<file path="src/rtl/mon_link_pkg.sv">
// Shared types and constants for the monitor-link transmitter.
package mon_link_pkg;

  localparam int PKT_W = 40;

  typedef logic [PKT_W-1:0] pkt_t;

  typedef enum logic [2:0] {
    IDLE,
    START,
    DATA,
    PARITY,
    STOP,
    GAP
  } tx_state_t;

  localparam logic START_BIT = 1'b0;
  localparam logic STOP_BIT  = 1'b1;

endpackage

</file>
<file path="src/rtl/mon_link_tx_fifo.sv">
// Packet queue for the monitor-link transmitter.
// ready is a registered copy of "not full" computed from the next level,
// so it never depends on a pop in the same cycle.
// flush empties the queue at the next edge and drops a coincident push.
module mon_link_tx_fifo #(
  parameter int WIDTH = 40,
  parameter int DEPTH = 4
) (
  input  logic                   clk,
  input  logic                   rst_n,
  input  logic                   flush,
  input  logic                   push,
  input  logic [WIDTH-1:0]       wdata,
  input  logic                   pop,
  output logic [WIDTH-1:0]       rdata,
  output logic                   empty,
  output logic                   ready,
  output logic [$clog2(DEPTH):0] level
);

  localparam int AW = $clog2(DEPTH);
  localparam logic [AW:0] FULL_LVL = (AW + 1)'(DEPTH);

  logic [WIDTH-1:0] mem [DEPTH];
  logic [AW-1:0]    wptr_q;
  logic [AW-1:0]    rptr_q;
  logic [AW:0]      level_q;
  logic [AW:0]      level_d;
  logic             ready_q;
  logic             push_ok;
  logic             pop_ok;

  assign push_ok = push && ready_q && !flush;
  assign pop_ok  = pop && (level_q != '0);

  assign rdata = mem[rptr_q];
  assign empty = (level_q == '0);
  assign ready = ready_q;
  assign level = level_q;

  // Next occupancy: flush wins, otherwise push and pop cancel out.
  always_comb begin
    level_d = level_q;
    if (flush) begin
      level_d = '0;
    end else if (push_ok && !pop_ok) begin
      level_d = level_q + 1'b1;
    end else if (!push_ok && pop_ok) begin
      level_d = level_q - 1'b1;
    end
  end

  // Pointers, level and the registered ready flag.
  always_ff @(posedge clk or negedge rst_n) begin
    if (!rst_n) begin
      wptr_q  <= '0;
      rptr_q  <= '0;
      level_q <= '0;
      ready_q <= 1'b0;
    end else begin
      level_q <= level_d;
      ready_q <= (level_d != FULL_LVL);
      if (flush) begin
        wptr_q <= '0;
        rptr_q <= '0;
      end else begin
        if (push_ok) wptr_q <= wptr_q + 1'b1;
        if (pop_ok)  rptr_q <= rptr_q + 1'b1;
      end
    end
  end

  // Packet storage; contents are meaningless until written, so no reset.
  always_ff @(posedge clk) begin
    if (push_ok) mem[wptr_q] <= wdata;
  end

endmodule

</file>
<file path="src/rtl/mon_link_tx.sv">
// Monitor-link serial transmitter: queues 40-bit packets and sends each as
// start(0), data MSB first, [parity], stop(1), then IDLE_GAP idle bits.
// Optional build macro MON_LINK_TX_PARITY_EN inserts an even-parity bit
// between the data and the stop bit.
// to_mon, busy and pkt_sent are registered from the FSM state, so the line
// trails the state by one cycle and is glitch-free.
module mon_link_tx #(
  parameter int PKT_W    = 40,
  parameter int DEPTH    = 4,
  parameter int BIT_DIV  = 1,
  parameter int IDLE_GAP = 2
) (
  input  logic                   mon_clk,
  input  logic                   hw_reset_n,
  input  logic [PKT_W-1:0]       pkt_data,
  input  logic                   pkt_valid,
  output logic                   pkt_ready,
  input  logic                   flush,
  output logic                   to_mon,
  output logic                   busy,
  output logic                   pkt_sent,
  output logic [$clog2(DEPTH):0] fifo_level
);

  import mon_link_pkg::*;

  localparam int DW = $clog2(BIT_DIV) + 1;
  localparam int IW = $clog2(PKT_W + 1);
  localparam int GW = $clog2(IDLE_GAP + 1);
  localparam logic [DW-1:0] DIV_LAST = DW'(BIT_DIV - 1);
  localparam logic [IW-1:0] BIT_LAST = IW'(PKT_W - 1);
  localparam logic [GW-1:0] GAP_LAST = GW'(IDLE_GAP - 1);

  tx_state_t        state_q;
  tx_state_t        state_d;
  logic [DW-1:0]    div_q;
  logic [DW-1:0]    div_d;
  logic [IW-1:0]    idx_q;
  logic [IW-1:0]    idx_d;
  logic [GW-1:0]    gap_q;
  logic [GW-1:0]    gap_d;
  logic [PKT_W-1:0] shreg_q;
  logic [PKT_W-1:0] fifo_rdata;
  logic             fifo_empty;
  logic             pop;
  logic             load;
  logic             shift;
  logic             line;
  logic             sent;
  logic             bit_end;
  logic             to_mon_q;
  logic             busy_q;
  logic             sent_q;
`ifdef MON_LINK_TX_PARITY_EN
  logic             parity_q;
`endif

  mon_link_tx_fifo #(
    .WIDTH (PKT_W),
    .DEPTH (DEPTH)
  ) u_fifo (
    .clk   (mon_clk),
    .rst_n (hw_reset_n),
    .flush (flush),
    .push  (pkt_valid),
    .wdata (pkt_data),
    .pop   (pop),
    .rdata (fifo_rdata),
    .empty (fifo_empty),
    .ready (pkt_ready),
    .level (fifo_level)
  );

  assign bit_end  = (div_q == DIV_LAST);
  assign to_mon   = to_mon_q;
  assign busy     = busy_q;
  assign pkt_sent = sent_q;

  // Next-state, line level and datapath strobes for the frame sequencer.
  always_comb begin
    state_d = state_q;
    idx_d   = idx_q;
    gap_d   = gap_q;
    pop     = 1'b0;
    load    = 1'b0;
    shift   = 1'b0;
    sent    = 1'b0;
    line    = STOP_BIT;
    unique case (state_q)
      IDLE: begin
        if (!fifo_empty) begin
          pop     = 1'b1;
          load    = 1'b1;
          state_d = START;
        end
      end
      START: begin
        line = START_BIT;
        if (bit_end) begin
          idx_d   = '0;
          state_d = DATA;
        end
      end
      DATA: begin
        line = shreg_q[PKT_W-1];
        if (bit_end) begin
          if (idx_q == BIT_LAST) begin
`ifdef MON_LINK_TX_PARITY_EN
            state_d = PARITY;
`else
            state_d = STOP;
`endif
          end else begin
            idx_d = idx_q + 1'b1;
            shift = 1'b1;
          end
        end
      end
`ifdef MON_LINK_TX_PARITY_EN
      PARITY: begin
        line = parity_q;
        if (bit_end) state_d = STOP;
      end
`endif
      STOP: begin
        line = STOP_BIT;
        if (bit_end) begin
          sent    = 1'b1;
          gap_d   = '0;
          state_d = GAP;
        end
      end
      GAP: begin
        line = STOP_BIT;
        if (bit_end) begin
          if (gap_q == GAP_LAST) begin
            // Chain straight into the next frame when one is queued.
            if (!fifo_empty) begin
              pop     = 1'b1;
              load    = 1'b1;
              state_d = START;
            end else begin
              state_d = IDLE;
            end
          end else begin
            gap_d = gap_q + 1'b1;
          end
        end
      end
      default: state_d = IDLE;
    endcase
  end

  // Bit-period divider: idle at zero, otherwise counts 0..BIT_DIV-1.
  always_comb begin
    div_d = div_q;
    if (state_q == IDLE || bit_end) begin
      div_d = '0;
    end else begin
      div_d = div_q + 1'b1;
    end
  end

  // Sequencer state and counters.
  always_ff @(posedge mon_clk or negedge hw_reset_n) begin
    if (!hw_reset_n) begin
      state_q <= IDLE;
      div_q   <= '0;
      idx_q   <= '0;
      gap_q   <= '0;
    end else begin
      state_q <= state_d;
      div_q   <= div_d;
      idx_q   <= idx_d;
      gap_q   <= gap_d;
    end
  end

  // Shift register: load on pop, shift left at each data bit boundary.
  always_ff @(posedge mon_clk) begin
    if (load) begin
      shreg_q <= fifo_rdata;
    end else if (shift) begin
      shreg_q <= {shreg_q[PKT_W-2:0], 1'b0};
    end
  end

`ifdef MON_LINK_TX_PARITY_EN
  // Even parity of the payload, captured when the packet is popped.
  always_ff @(posedge mon_clk) begin
    if (load) parity_q <= ^fifo_rdata;
  end
`endif

  // Registered outputs; reset drives the line high immediately.
  always_ff @(posedge mon_clk or negedge hw_reset_n) begin
    if (!hw_reset_n) begin
      to_mon_q <= STOP_BIT;
      busy_q   <= 1'b0;
      sent_q   <= 1'b0;
    end else begin
      to_mon_q <= line;
      busy_q   <= (state_q != IDLE);
      sent_q   <= sent;
    end
  end

endmodule

</file>
<file path="config.mk">
export PLATFORM = sky130hd
export DESIGN_NAME = mon_link_tx
export DESIGN_NICKNAME = d
export VERILOG_FILES = /design/src/rtl/mon_link_pkg.sv /design/src/rtl/mon_link_tx_fifo.sv /design/src/rtl/mon_link_tx.sv
export SDC_FILE = /design/constraint.sdc
export NUM_CORES = 1
export LEC_CHECK = 0
export ABC_AREA = 1
export BUFFER_PORTS_ARGS = -buffer_cell sky130_fd_sc_hd__buf_4
export CORE_MARGIN = 2
export CORE_UTILIZATION = 45
export DETAILED_ROUTE_END_ITERATION = 12
export PLACE_DENSITY = 0.59
export SYNTH_ARGS = -nofsm -noshare
export SYNTH_HDL_FRONTEND = slang
export SYNTH_SLANG_ARGS = --single-unit
</file>
<file path="constraint.sdc">
create_clock -name mon_clk -period 9.95 [get_ports mon_clk]
set_clock_uncertainty 0.1 [all_clocks]
set_input_delay 0.995 -clock mon_clk [delete_from_list [all_inputs] [get_ports mon_clk]]
set_output_delay 0.995 -clock mon_clk [all_outputs]
set_load 0.1 [all_outputs]
</file>
**Word-level counts from Yosys, hierarchy flattened**

Memory sizes are Yosys's and may differ from the RTL's.
Cells that the tools add are included.
Widths: inputs -> output; s select.

- Flip-flop bits (word level): 63
- Latch bits: 0
- Bits in writable memories: 160
- ROM bits: 0
- Output and inout bits: 7
- Word-level logic and storage cells: 97
- Memories kept: 1

- Add/subtract/negate cells: 7
- Multipliers: 0
- Div/mod/pow operators: 0
- $lt $le $gt $ge: 0
- Equal/unequal tests: 16
- Shifts and indexed selects: 0
- Multiplexer cells: 39
- Bitwise logic cells: 1
- Reductions and logical operators: 21

Memory list:

| memory | depth | bits a word | read ports | clocked after Yosys merged registers in | wr ports | RTL line | source |
|---|---|---|---|---|---|---|---|
| u_fifo.mem | 4 | 40 | 1 | 0 | 1 | mon_link_tx_fifo.sv:24 | `logic [WIDTH-1:0] mem [DEPTH];` |

Operator list:

| kind | number |
|---|---|
| $mux 40 | 2 |
| $mux 3 | 10 |
| $mux 6 | 3 |
| $ne 2x2->1 const B | 9 |
| $pmux 3 s5 | 1 |
| $mux 2 | 7 |
| $mux 1 | 12 |
| $pmux 6 s2 | 1 |
| $reduce_bool 2->1 | 5 |
| $reduce_and 4->1 | 2 |
| $reduce_and 7->1 | 1 |
| $add 2x1->2 const B | 3 |
| $add 6x1->6 const B | 1 |
| $eq 3x3->1 const B | 2 |
| $eq 6x6->1 const B | 1 |
| $logic_not 3->1 | 2 |
| $reduce_bool 3->1 | 2 |
| $logic_and 1x1->1 | 5 |
| $pmux 1 s2 | 2 |
| $pmux 2 s2 | 1 |
| $add 3x1->3 const B | 1 |
| $eq 3x1->1 const B | 1 |
| $eq 3x2->1 const B | 1 |
| $logic_not 1->1 | 3 |
| other kinds (6) | 6 |

**Depth between registers and ports, before layout**

Gate-level depths: netlist of the first run.

- Depth after elaboration: 11
- Gate-level depth with buffers: 11
- Mapped depth without buffers: 11

**Cells and area by module**

Synthesis of the first run repeated with hierarchy kept, for this count alone.

- Cells, all modules: 741
- Area total of the unflattened synthesis: 9,033.7 um^2

Modules (own cells, without submodules):

| module | times used | cells each | area an instance (um^2) | seq. area each (um^2) |
|---|---|---|---|---|
| mon_link_tx_fifo | 1 | 457 | 6,432.4 | 5,004.8 |
| mon_link_tx | 1 | 284 | 2,601.2 | 1,577.8 |

**Worst setup path before layout of the first run**

OpenSTA, ideal clock, no wires.

- Path kind: register to register
- From: register u_fifo.ready_q, in the netlist u_fifo.ready
- To: memory u_fifo.mem[0][0], enable pin
- Arrival: 3,328 ps
- Path slack: 6,084 ps
- Stages on the path, launching flop included: 5
- Buffers on the path: 0
- Period minus slack after synthesis: 3,866 ps
- Cells stage by stage: dfrtp_1 inv_1 nor3_1 inv_1 nor2_1

- Word-level cells in the longest chain between the ends: 4

Ends and longest elaborated chain:

| what | RTL line | source |
|---|---|---|
| start, declared | mon_link_tx_fifo.sv:29 | `logic ready_q;` |
| start signal, assigned | mon_link_tx_fifo.sv:62 | `ready_q <= (level_d != FULL_LVL);` |
| $logic_and 1x1->1 (2 in series) | mon_link_tx_fifo.sv:33 | `assign push_ok = push && ready_q && !flush;` |
| $mux 1 | mon_link_tx_fifo.sv:75 | `if (push_ok) mem[wptr_q] <= wdata;` |
| $mux 1 (implied by the code) | mon_link_tx_fifo.sv:75 |  |
| end, declared | mon_link_tx_fifo.sv:24 |  |

Every way passes these cells.

**Worst setup path after layout of the first run**

- From: register u_fifo.level_q[0], in the netlist u_fifo.level[0]
- To: register shreg_q[31], enable pin

- Word-level cells in the longest chain between the ends: 6

Ends and longest elaborated chain:

| what | RTL line | source |
|---|---|---|
| start, declared | mon_link_tx_fifo.sv:27 | `logic [AW:0] level_q;` |
| start signal, assigned | mon_link_tx_fifo.sv:61 | `level_q <= level_d;` |
| $logic_not 3->1 (*) | mon_link_tx_fifo.sv:37 | `assign empty = (level_q == '0);` |
| $mux 1 (*) | mon_link_tx.sv:91, mon_link_tx.sv:138 |  |
| $mux 1 | mon_link_tx.sv:136 | `if (gap_q == GAP_LAST) begin` |
| $mux 1 | mon_link_tx.sv:135 | `if (bit_end) begin` |
| $pmux 1 s2 (*) | mon_link_tx.sv:89 | `unique case (state_q)` |
| $reduce_bool 2->1 (no source line) (*) | n/a |  |
| end signal, assigned | mon_link_tx.sv:182 | `shreg_q <= fifo_rdata;` |
| end signal, assigned | mon_link_tx.sv:184 | `shreg_q <= {shreg_q[PKT_W-2:0], 1'b0};` |
| end, declared | mon_link_tx.sv:42 | `logic [PKT_W-1:0] shreg_q;` |

Every way passes the cells marked *; elsewhere a longest branch is shown, timed or not.
A chain may end at the register's enable or synchronous reset.

==> results of run 1 <==
## power breakdown
| part | leakage, nW | internal [mW] | switching [mW] | total (mW) |
|---|---|---|---|---|
| clock | 0.399 | 0.572 | 0.350 | 0.923 |
| sequential | 2.12 | 1.26 | 0.0567 | 1.32 |
| combinational | 1.22 | 0.218 | 0.558 | 0.775 |
## kinds of logic after synthesis
| kind of cell | count (synthesis) | synth area share [%] |
|---|---|---|
| AND/OR/NAND/NOR | 274 | 12.2 |
| flip-flops | 223 | 74.1 |
| AO/OA/AOI/OAI | 140 | 8.70 |
| buffers and inverters | 68 | 3.25 |
| adder cells (fa/ha/maj) | 9 | 1.27 |
| XOR/XNOR | 3 | 0.296 |
| other | 1 | 0.0422 |
| multiplexers | 1 | 0.113 |
## registers in the layout, summed over array words and instances (netlist names)
register       flops
idx_q              6
u_fifo.wptr_q      2
state_q            3
u_fifo.level       3
div_q              1
u_fifo.mem       160
shreg_q           40
busy               1
u_fifo.ready       1
gap_q              2
pkt_sent           1
u_fifo.rptr_q      2
to_mon             1
## worst reg2reg max path, delay by kind of cell (launching register included)
kind | cells | cell delay [ps]
buf+inv | 3 | 870
flops | 1 | 400
simple gates | 3 | 1080
fa+ha+maj | 1 | 220
compound gates | 1 | 100
## final cells by class
class                      instances  area [sq um]  share of cell area, %
timing repair buffer              58           435                   4.21
clock inverter                    16           211                   2.04
sequential                       223          6580                   63.6
tap                              265           332                   3.20
multi-input combinational        428          2040                   19.8
inverter                          34           128                   1.23
clock buffer                      28           616                   5.95
## metal layers
layer  share of wire [%]  track usage, %  up-vias
li1                    -               -     2643
met5                   0               0        -
met1                  46            21.9     2575
met4                 1.9            3.93        0
met3                 3.5            2.72       25
met2                  49            27.8       87
## worst paths after layout
kind | startpoint | to | slack [ps]
max | u_fifo.level[0] | shreg_q[31] | 6780
min | hw_reset_n | idx_q[0] | 270
max reg2reg | u_fifo.level[0] | shreg_q[31] | 6780
min reg2reg | div_q | pkt_sent | 380
max in group asynchronous | hw_reset_n | to_mon | 9200
min in group mon_clk | div_q | pkt_sent | 380
## Yosys cell counts
| library cell | number |
|---|---|
| xnor2_1 | 1 |
| clkinv_1 | 2 |
| clkbuf_1 | 22 |
| nand2_1 | 30 |
| nor2_1 | 218 |
| a31oi_1 | 39 |
| o21ai_0 | 81 |
| o21ai_4 | 1 |
| a21oi_1 | 4 |
| conb_1 | 1 |
| buf_2 | 6 |
| buf_4 | 5 |
| nand3_2 | 1 |
| o211ai_1 | 1 |
| o22ai_1 | 1 |
| dfstp_2 | 1 |
| edfxtp_1 | 200 |
| nor2_2 | 1 |
| mux2i_1 | 1 |
| buf_6 | 1 |
| nand4_1 | 4 |
| o21ai_1 | 10 |
| ha_1 | 9 |
| inv_2 | 3 |
| o31ai_1 | 2 |
| xor2_1 | 2 |
| inv_1 | 29 |
| nand2_4 | 1 |
| nor3_2 | 1 |
| dfrtp_1 | 22 |
| nor3b_1 | 1 |
| nand3_1 | 16 |
| nor3_1 | 1 |
| o41ai_1 | 1 |
## stage by stage
| step | power [mW] | area [sq um] |
|---|---|---|
| finish | 3.02 | 10300 |
| global route | 3.20 | 10300 |
| CTS | 3.05 | 10300 |
| detailed placement | 2.12 | 9520 |
| global placement | 2.10 | 9520 |
| floorplan | 1.94 | 8880 |
==> impl_results.md, run 1 <==
* Worst-path maximum fanout at 82
* Cell area after synthesis at a little under 0.009 sq mm
* Finished Layout Cells at around 1100
* DRC violations left at 0
* Final nets at roughly 820
* Max Fclk at ~0.32 GHz
* Largest stage delay on the critical path at 770 ps
* Warnings, synthesis at 0
* Status: finished clean
* HPWL after DPL at 9.08 mm
* Worst Slack Setup Final at slightly below 7000 ps
* WL final at around 16 mm
* Yosys top cell area share at 67.6%
* Antenna Cells at 0
* Mapped Avg Cell Area at ~12 sq um
* I/O Pins at between 50 and 60
* Register bit count reported by yosys at between 200 and 250
* CP Cell Sequence: inv_1 -> ha_1 -> nand2_1 -> nand3_1 -> o21ai_4 -> buf_4 -> inv_2 -> nand2_2
* RSZ-0062 raised after global routing: false
* Startpoint types: register
* Syn nets at slightly below 800
* CTS tree: yes
* Highest-delay cell along the critical path: nand2_2
* Commonest non-fill, non-tap cell in the layout: nor2_1
* PD cells at slightly below 300 mW/mm^2
* Largest cells by area after synthesis: edfxtp_1 68%, nor2_1 9.2%, dfrtp_1 6.2%
* Crit path DAT at between 3000 and 4000 ps
* Worst path top cell family by delay: simple AND/OR/NAND/NOR gates
* Endpoints failing hold at 0
* Bufs and invs on worst path at 3
* Average routed wire per standard cell at 15.6 um
* CTS resizes at 0
* P_leak at around 3.7 nW
* Area delta synth->final at 16.5%
* Gr usage total at 16.3%
* Max Slew Vio Count at 0
* Min Tclk post-route at roughly 3200 ps
* Fillcell total at approximately 1600
* Largest net degree at the start of global routing at 83
* CTS Sinks at 223
* Die Y at around 140 um
* Hold Buf Count CTS at 0
* CP Data Required Time at around 10000 ps
* Grt total ovfl at 0
* Post-synth cell types at 34
* Slew headroom at roughly 28%
* Layout Utilization at 53.4%
* H-tree lvl count at 1
* Worst-path clk slew at 60 ps
* DR vias/cell at around 5.1
* Initial core utilization at a little under half
* Worst Hold Class: primary input to asynchronous set/reset pin
* Later-pin clock latency in the skew report at about 500 ps
* Num rows at between 50 and 60
* Vias in the first global route at between 5000 and 6000
* WHS at 273 ps
* DRC violation total after the first TritonRoute iteration at between 400 and 500
* PortBufs at 50
* Placer Congestion at roughly 0.76
* Root Buffer Master: clkbuf_16
* Share of post-route cells with drive strength above 1 at between 10 and 15%
* Worst Setup Path Type: register to register
* Final setup violation count at 0
* First-pass GRT wire length at between 20 and 30 mm
* DP Worst Slack at ~6700 ps
* Worst reg2reg path depth at 8
* Post-CTS setup buffer count at 0
* Worst-margin pin slew at between 1000 and 1500 ps
* Yosys top cell by area: edfxtp_1
* Final TNS setup at 0 ps
* Total number of vias at approximately 5300
* Die Area at between 0.02 and 0.025 sq mm
* Levels on crit path at 8
* Number of routed nets with antenna violations at 0
* Most frequent cells in the layout: 214 x nor2_1, 200 x edfxtp_1, 81 x o21ai_0, 58 x buf_4, 39 x a31oi_1
* Critical path endpoint category: register
* Max Cap Viol at 0
* Cells after Synth at 719
* Drt first pass iters at 4
* Initial antenna violation count at 0
* Inst Count DP at 1008
* Core Region at between 0.015 and 0.02 sq mm
* Sequential area share after synthesis at around 74%
* Max clock buf depth at 3
* Die width at between 100 and 150 um
* Crit share post-route at between 30% and 40%
* Worst IR drop on VDD at 0.000227 V
* CTS Buf Count at 24
(Power assumes the default switching activity.)
==> run 2, diff against run 1 <==
Settings changed: PLACE_DENSITY 0.59 to 0.61.
Clock period 9.95 ns to 2.6 ns, I/O delays scaled along.
==> impl_results.md, run 2 (same netlist as run 1, synthesis figures left out) <==
* Grt total ovfl at 0
* Share of post-route cells with drive strength above 1 at between 10% and 20%
* Crit path DAT at ~2300 ps
* Endpoints failing hold at 0
* Max reg flops at 160
* DRC violations left at 0
* Net Sw Frac at 32.6%
* Vias in the first global route at between 5000 and 6000
* Startpoint types: register
* CTS tree: yes
* Core Region at between 0.015 and 0.02 sq mm
* Power share of the combinational group at between 20 and 30%
* Initial core utilization at between 40 and 50%
* Slew headroom at 59.5%
* Gr usage total at 17.7%
* WHS Path Cells at 4
* Reg-to-reg endpoint: shreg_q[36]
* FF-to-FF setup slack at roughly 400 ps
* Final TNS setup at 0 ps
* Max clock buf depth at 3
* Most frequent cells in the layout: 214 x nor2_1, 200 x edfxtp_1, 81 x o21ai_0, 56 x buf_4, 41 x dlygate4sd3_1
* Num rows at 51
* PortBufs at 50
* DR vias/cell at 5.16
* HPWL after DPL at around 9.4 mm
* Commonest non-fill, non-tap cell in the layout: nor2_1
* Worst-path maximum fanout at 40
* Top Registers: u_fifo.mem (160), shreg_q (40), idx_q (6)
* CTS Buf Count at 24
* Worst Hold Class: primary input to register
* Root Buffer Master: clkbuf_16
* Average routed wire per standard cell at 16.1 um
* Hold path endpoint: u_fifo.rptr_q[0]
* CP Data Required Time at around 2600 ps
* Die Y at roughly 140 um
* CTS Sinks at between 200 and 250
* DRC violation total after the first TritonRoute iteration at just over 400
* Total number of vias at around 5700
* Crit share post-route at a little over four fifths
* Die Area at 0.0209 sq mm
* Flop pwr share at 43.7%
* Min Tclk post-route at 2200 ps
* Worst IR drop on VDD at about 0.00058 V
* I/O Pins at just over 50
* Worst reg2reg path depth at 8
* RSZ-0062 raised after global routing: false
* First-pass GRT wire length at ~29 mm
* Worst r2r src: idx_q[0]
* Register bank with the most flops: u_fifo.mem
* P_leak at between 3 and 4 nW
* Final setup violation count at 0
* Die width at around 140 um
* Largest net degree at the start of global routing at 82
* Post-CTS setup buffer count at 0
* Worst Setup Path Type: register to register
* HP Start: flush
* Clock power share at 29.1%
* Initial antenna violation count at 0
* Critical path endpoint category: register
* Antenna Cells at 0
* Number of routed nets with antenna violations at 0
* Internal power at roughly 7.8 mW
* Max Slew Vio Count at 0
* Final nets at slightly below 900
* PD cells at around 1100 mW/mm^2
* Layout Utilization at 55.9%
* Max Fclk at ~0.45 GHz
* H-tree lvl count at 1
* Worst-path clk slew at 60 ps
* CTS resizes at 0
* Status: finished clean
* Placer Congestion at 0.769
* WHS at 18.3 ps
* Area delta synth->final at 22.1%
* Later-pin clock latency in the skew report at 510 ps
* Psw at ~3.8 mW
* Worst-margin pin slew at 608 ps
* Max Cap Viol at 0
* Drt first pass iters at 5
* WL final at approximately 18 mm
-- run 2: cell types whose count changed in the layout (fill, tap and decap cells not counted), sizes merged --
cell,delta
dlygate4sd3,+41
buf,+4
bufinv,-2
clkbuf,-2
clkinv,+1
clkinvlp,+1
inv,+1
-- run 2: worst max path at each step --
stage / startpoint / slack, ps / cells after the start / end
floorplan: u_fifo.ready / 70 / 4 / u_fifo.mem[0][0]
global route: idx_q[0] / 180 / 8 / shreg_q[18]
global placement: idx_q[0] / 430 / 8 / shreg_q[28]
detailed placement: idx_q[0] / 370 / 8 / shreg_q[27]
CTS: idx_q[0] / 370 / 8 / shreg_q[12]
finish: idx_q[0] / 400 / 8 / shreg_q[36]
-- run 2: layer usage --
metal,routed length [um],global-route usage (%),vias to the layer above
met4,359,5.42,0
met1,7740,23.0,2774
met2,8740,30.6,129
li1,-,-,2734
met5,0,0,-
met3,835,3.15,23
-- run 2: what timing repair did --
action                                  CTS  global route
hold buffers                             41             0
endpoints found under the setup margin    0             0
endpoints found under the hold margin   183             0
-- run 2: metrics by stage --
stage,setup slack (ps),cell area [sq um],std cells,power (mW)
2_1_floorplan,72.2,8930,719,7.43
3_3_place_gp,433,9640,1012,8.16
3_5_place_dp,370,9640,1012,8.27
4_1_cts,370,10800,1096,11.7
5_1_grt,179,10800,1096,12.3
6_report,396,10800,1096,11.6
-- run 2: cell type report --
type	count	area (sq um)
fillers	1628	8550
flip-flops and latches	223	6590
multi-input cells	428	2050
repair buffers	103	951
clock buffers	26	629
well taps	265	332
clock inverters	17	165
inverters	34	128
-- run 2: worst max-delay path: stages, from the launching register on --
cell     delay, ps
dfrtp_1        410
ha_1           240
nand2_1         90
nor2_1          40
nand3_1         80
inv_1           40
nor2_1         180
nand2_1        140
nand2_4        460
-- run 2: power groups by stage --
stage / logic (mW) / registers (mW) / clock network [mW]
after global routing: 3.56 / 5.12 / 3.62
after CTS: 3.20 / 5.07 / 3.45
after floorplan: 2.05 / 5.38 / 0
final: 3.15 / 5.07 / 3.38
after detailed placement: 3.14 / 5.13 / 0
after global placement: 3.04 / 5.12 / 0
==> run 3, diff against run 2 <==
Settings changed: ABC_AREA 1 to 0.
Clock period 2.6 ns to 1.9 ns, I/O delays scaled along.
==> impl_results.md, run 3 <==
* Status: complete, but fails checks
* Violated checks: setup timing
* Final nets at between 600 and 700
* FFs w/ async S/R, synth at roughly a tenth
* Top post-synthesis cells by count: 200 x edfxtp_1, 40 x mux4_2, 39 x mux2_2, 22 x dfrtp_1, 15 x nand2_1
* Worst-path maximum fanout at 3
* P_leak at 4.10 nW
* Register bank with the most flops: u_fifo.mem
* Startpoint types: register
* Num rows at just over 50
* DRC violation total after the first TritonRoute iteration at between 200 and 300
* Placer Congestion at 0.795
* Internal power at roughly 12 mW
* Yosys top cell by area: edfxtp_1
* Gr usage total at about 16%
* Top Registers: u_fifo.mem (160), shreg_q (40), idx_q (6)
* Initial core utilization at 45.5%
* Yosys top cell area share at around 68%
* DR vias/cell at 5.03
* Initial antenna violation count at 0
* CTS Buf Count at 24
* Fillcell total at 1442
* Max Fclk at between 0.4 and 0.5 GHz
* CTS tree: yes
* Most frequent cells in the layout: 200 x edfxtp_1, 77 x buf_4, 43 x dlygate4sd3_1, 40 x mux4_2, 39 x mux2_4
* Total number of vias at between 4000 and 5000
* Post-synth cell types at between 40 and 50
* Critical path endpoint category: register
* Average routed wire per standard cell at approximately 18 um
* Worst Setup Path Type: register to register
* RSZ-0062 raised after global routing: true
* Largest cells by area after synthesis: edfxtp_1 68%, mux4_2 10%, dfrtp_1 6.3%
* Drt first pass iters at 4
* Clock power share at 28.0%
* Root Buffer Master: clkbuf_16
* Max Slew Vio Count at 0
* Min Tclk post-route at between 2000 and 2500 ps
* Grt total ovfl at 0
* DRC violations left at 0
* CTS Sinks at about 220
* HPWL after DPL at around 9.4 mm
* Cell Area, Placed at between 0.01 and 0.015 sq mm
* H-tree lvl count at 1
* Mapped Avg Cell Area at 19.9 sq um
* Antenna Cells at 0
* Endpoints failing hold at 0
* Most common cell in the netlist: edfxtp_1
* I/O Pins at 51
* Net Sw Frac at 26.1%
* PD cells at ~1400 mW/mm^2
* Sequential area share after synthesis at between 70% and 80%
* PortBufs at 50
* CP Data Required Time at about 2200 ps
* Area delta synth->final at 32.1%
* Worst Hold Class: primary input to asynchronous set/reset pin
* WL final at ~16 mm
* Power share of the combinational group at a little under a third
* Commonest non-fill, non-tap cell in the layout: edfxtp_1
* Max reg flops at 160
* Die Area at between 0.02 and 0.025 sq mm
* Main synth FF type: edfxtp_1
* Later-pin clock latency in the skew report at 520 ps
* Crit path DAT at around 2500 ps
* Max Cap Viol at 0
* Cells after Synth at between 400 and 500
* Die width at ~140 um
* Syn nets at about 500
* Register bit count reported by yosys at 223
* Worst-path clk slew at ~60 ps
* Post-synth EDFFs at 200
* Crit share post-route at 114%
* Share of post-route cells with drive strength above 1 at between 30 and 40%
* Final setup violation count at 83
* Warnings, synthesis at 0
* Worst Slack Setup Final at -273 ps
* Largest net degree at the start of global routing at 42
* Final TNS setup at -16900 ps
* Max clock buf depth at 3
* Core Region at between 0.015 and 0.02 sq mm
* Psw at around 4.3 mW
* Vias in the first global route at 4761
* Worst IR drop on VDD at 0.000783 V
* First-pass GRT wire length at 25.7 mm
* Final Instance Area at roughly 0.012 sq mm
* Cell area after synthesis at 0.00877 sq mm
* Number of routed nets with antenna violations at 0
* Die Y at around 140 um
* Power consumption at 16.4 mW
* Flop pwr share at a little over two fifths
-- run 3: changes by cell type after synthesis, sizes merged, moves of 15 or more --
cell	before	now
a31oi	39	3
inv	32	10
mux2	0	39
mux4	0	40
nand2	31	15
nand3	17	2
nor2	219	11
o21ai	92	7
-- run 3: area by class of cell --
cell class / count / area, sq um / share of cell area, %
clock inverter: 15 / 170 / 1.47
sequential: 223 / 6600 / 56.9
clock buffer: 27 / 612 / 5.28
tap: 265 / 332 / 2.86
inverter: 10 / 37.5 / 0.324
timing repair buffer: 150 / 1570 / 13.6
multi-input combinational: 187 / 2270 / 19.6
-- run 3: metrics by stage --
| step | hold slack (ps) | util [%] | cells | setup slack (ps) |
|---|---|---|---|---|
| floorplan | -206 | - | 440 | -389 |
| global placement | 3.47 | 52.6 | 778 | -245 |
| detailed placement | 11.0 | 52.6 | 778 | -318 |
| CTS | 13.0 | 59.9 | 871 | -284 |
| global route | 39.1 | 60.1 | 877 | -387 |
| finish | 14.6 | 60.1 | 877 | -273 |
-- run 3: timing repair --
item                                   4_1_cts  5_1_grt
buffers inserted                             6        6
pin swaps                                    3        0
endpoints found under the hold margin      191        0
cloned                                       3        1
hold buffers                                43        0
setup endpoints to repair                   82       85
resized for setup                           12        5
-- run 3: logic make-up after synthesis --
logic type	count (synthesis)	share of synthesized area (%)
other	1	0.0427
buffers and inverters	30	1.47
multiplexers	82	15.6
adder cells (fa/ha/maj)	11	1.53
XOR/XNOR	8	0.799
AND/OR/NAND/NOR	56	3.35
flip-flops	223	75.0
AO/OA/AOI/OAI	29	2.17
-- run 3: worst max-delay path, stage by stage (launching register included) --
cell      delay [ps]
dfrtp_1          370
inv_1             60
ha_2             160
nand4b_1         170
a211o_1          350
maj3_2           300
mux2i_1          160
or3b_1           370
-- run 3: power groups by stage --
stage	sequential, mW	combinational [mW]	clock (mW)
final	6.82	4.96	4.57
after global routing	6.89	5.33	4.89
after CTS	6.82	4.97	4.68
after detailed placement	6.90	4.34	0
after global placement	6.89	4.24	0
after floorplan	7.12	2.68	0
-- run 3: routing by layer --
metal	global-route usage (%)	vias to the layer above	wire length, um
met3	2.87	21	530
met4	4.33	0	296
met1	22.2	2265	7100
met5	0	-	0
met2	27.7	67	8100
li1	-	2059	-
-- run 3: worst paths after layout --
| path | start | endpoint | slack, ps | cells past startpoint |
|---|---|---|---|---|
| setup / recovery | gap_q[1] | u_fifo.ready | -270 | 7 |
| hold / removal | hw_reset_n | u_fifo.level[1] | 10 | 2 |
| setup reg to reg | gap_q[1] | u_fifo.ready | -270 | 7 |
| hold reg to reg | shreg_q[39] | to_mon | 440 | 2 |
| max in group asynchronous | hw_reset_n | to_mon | 1390 | 2 |
| min in group mon_clk | pkt_data[3] | u_fifo.mem[2][3] | 310 | 2 |
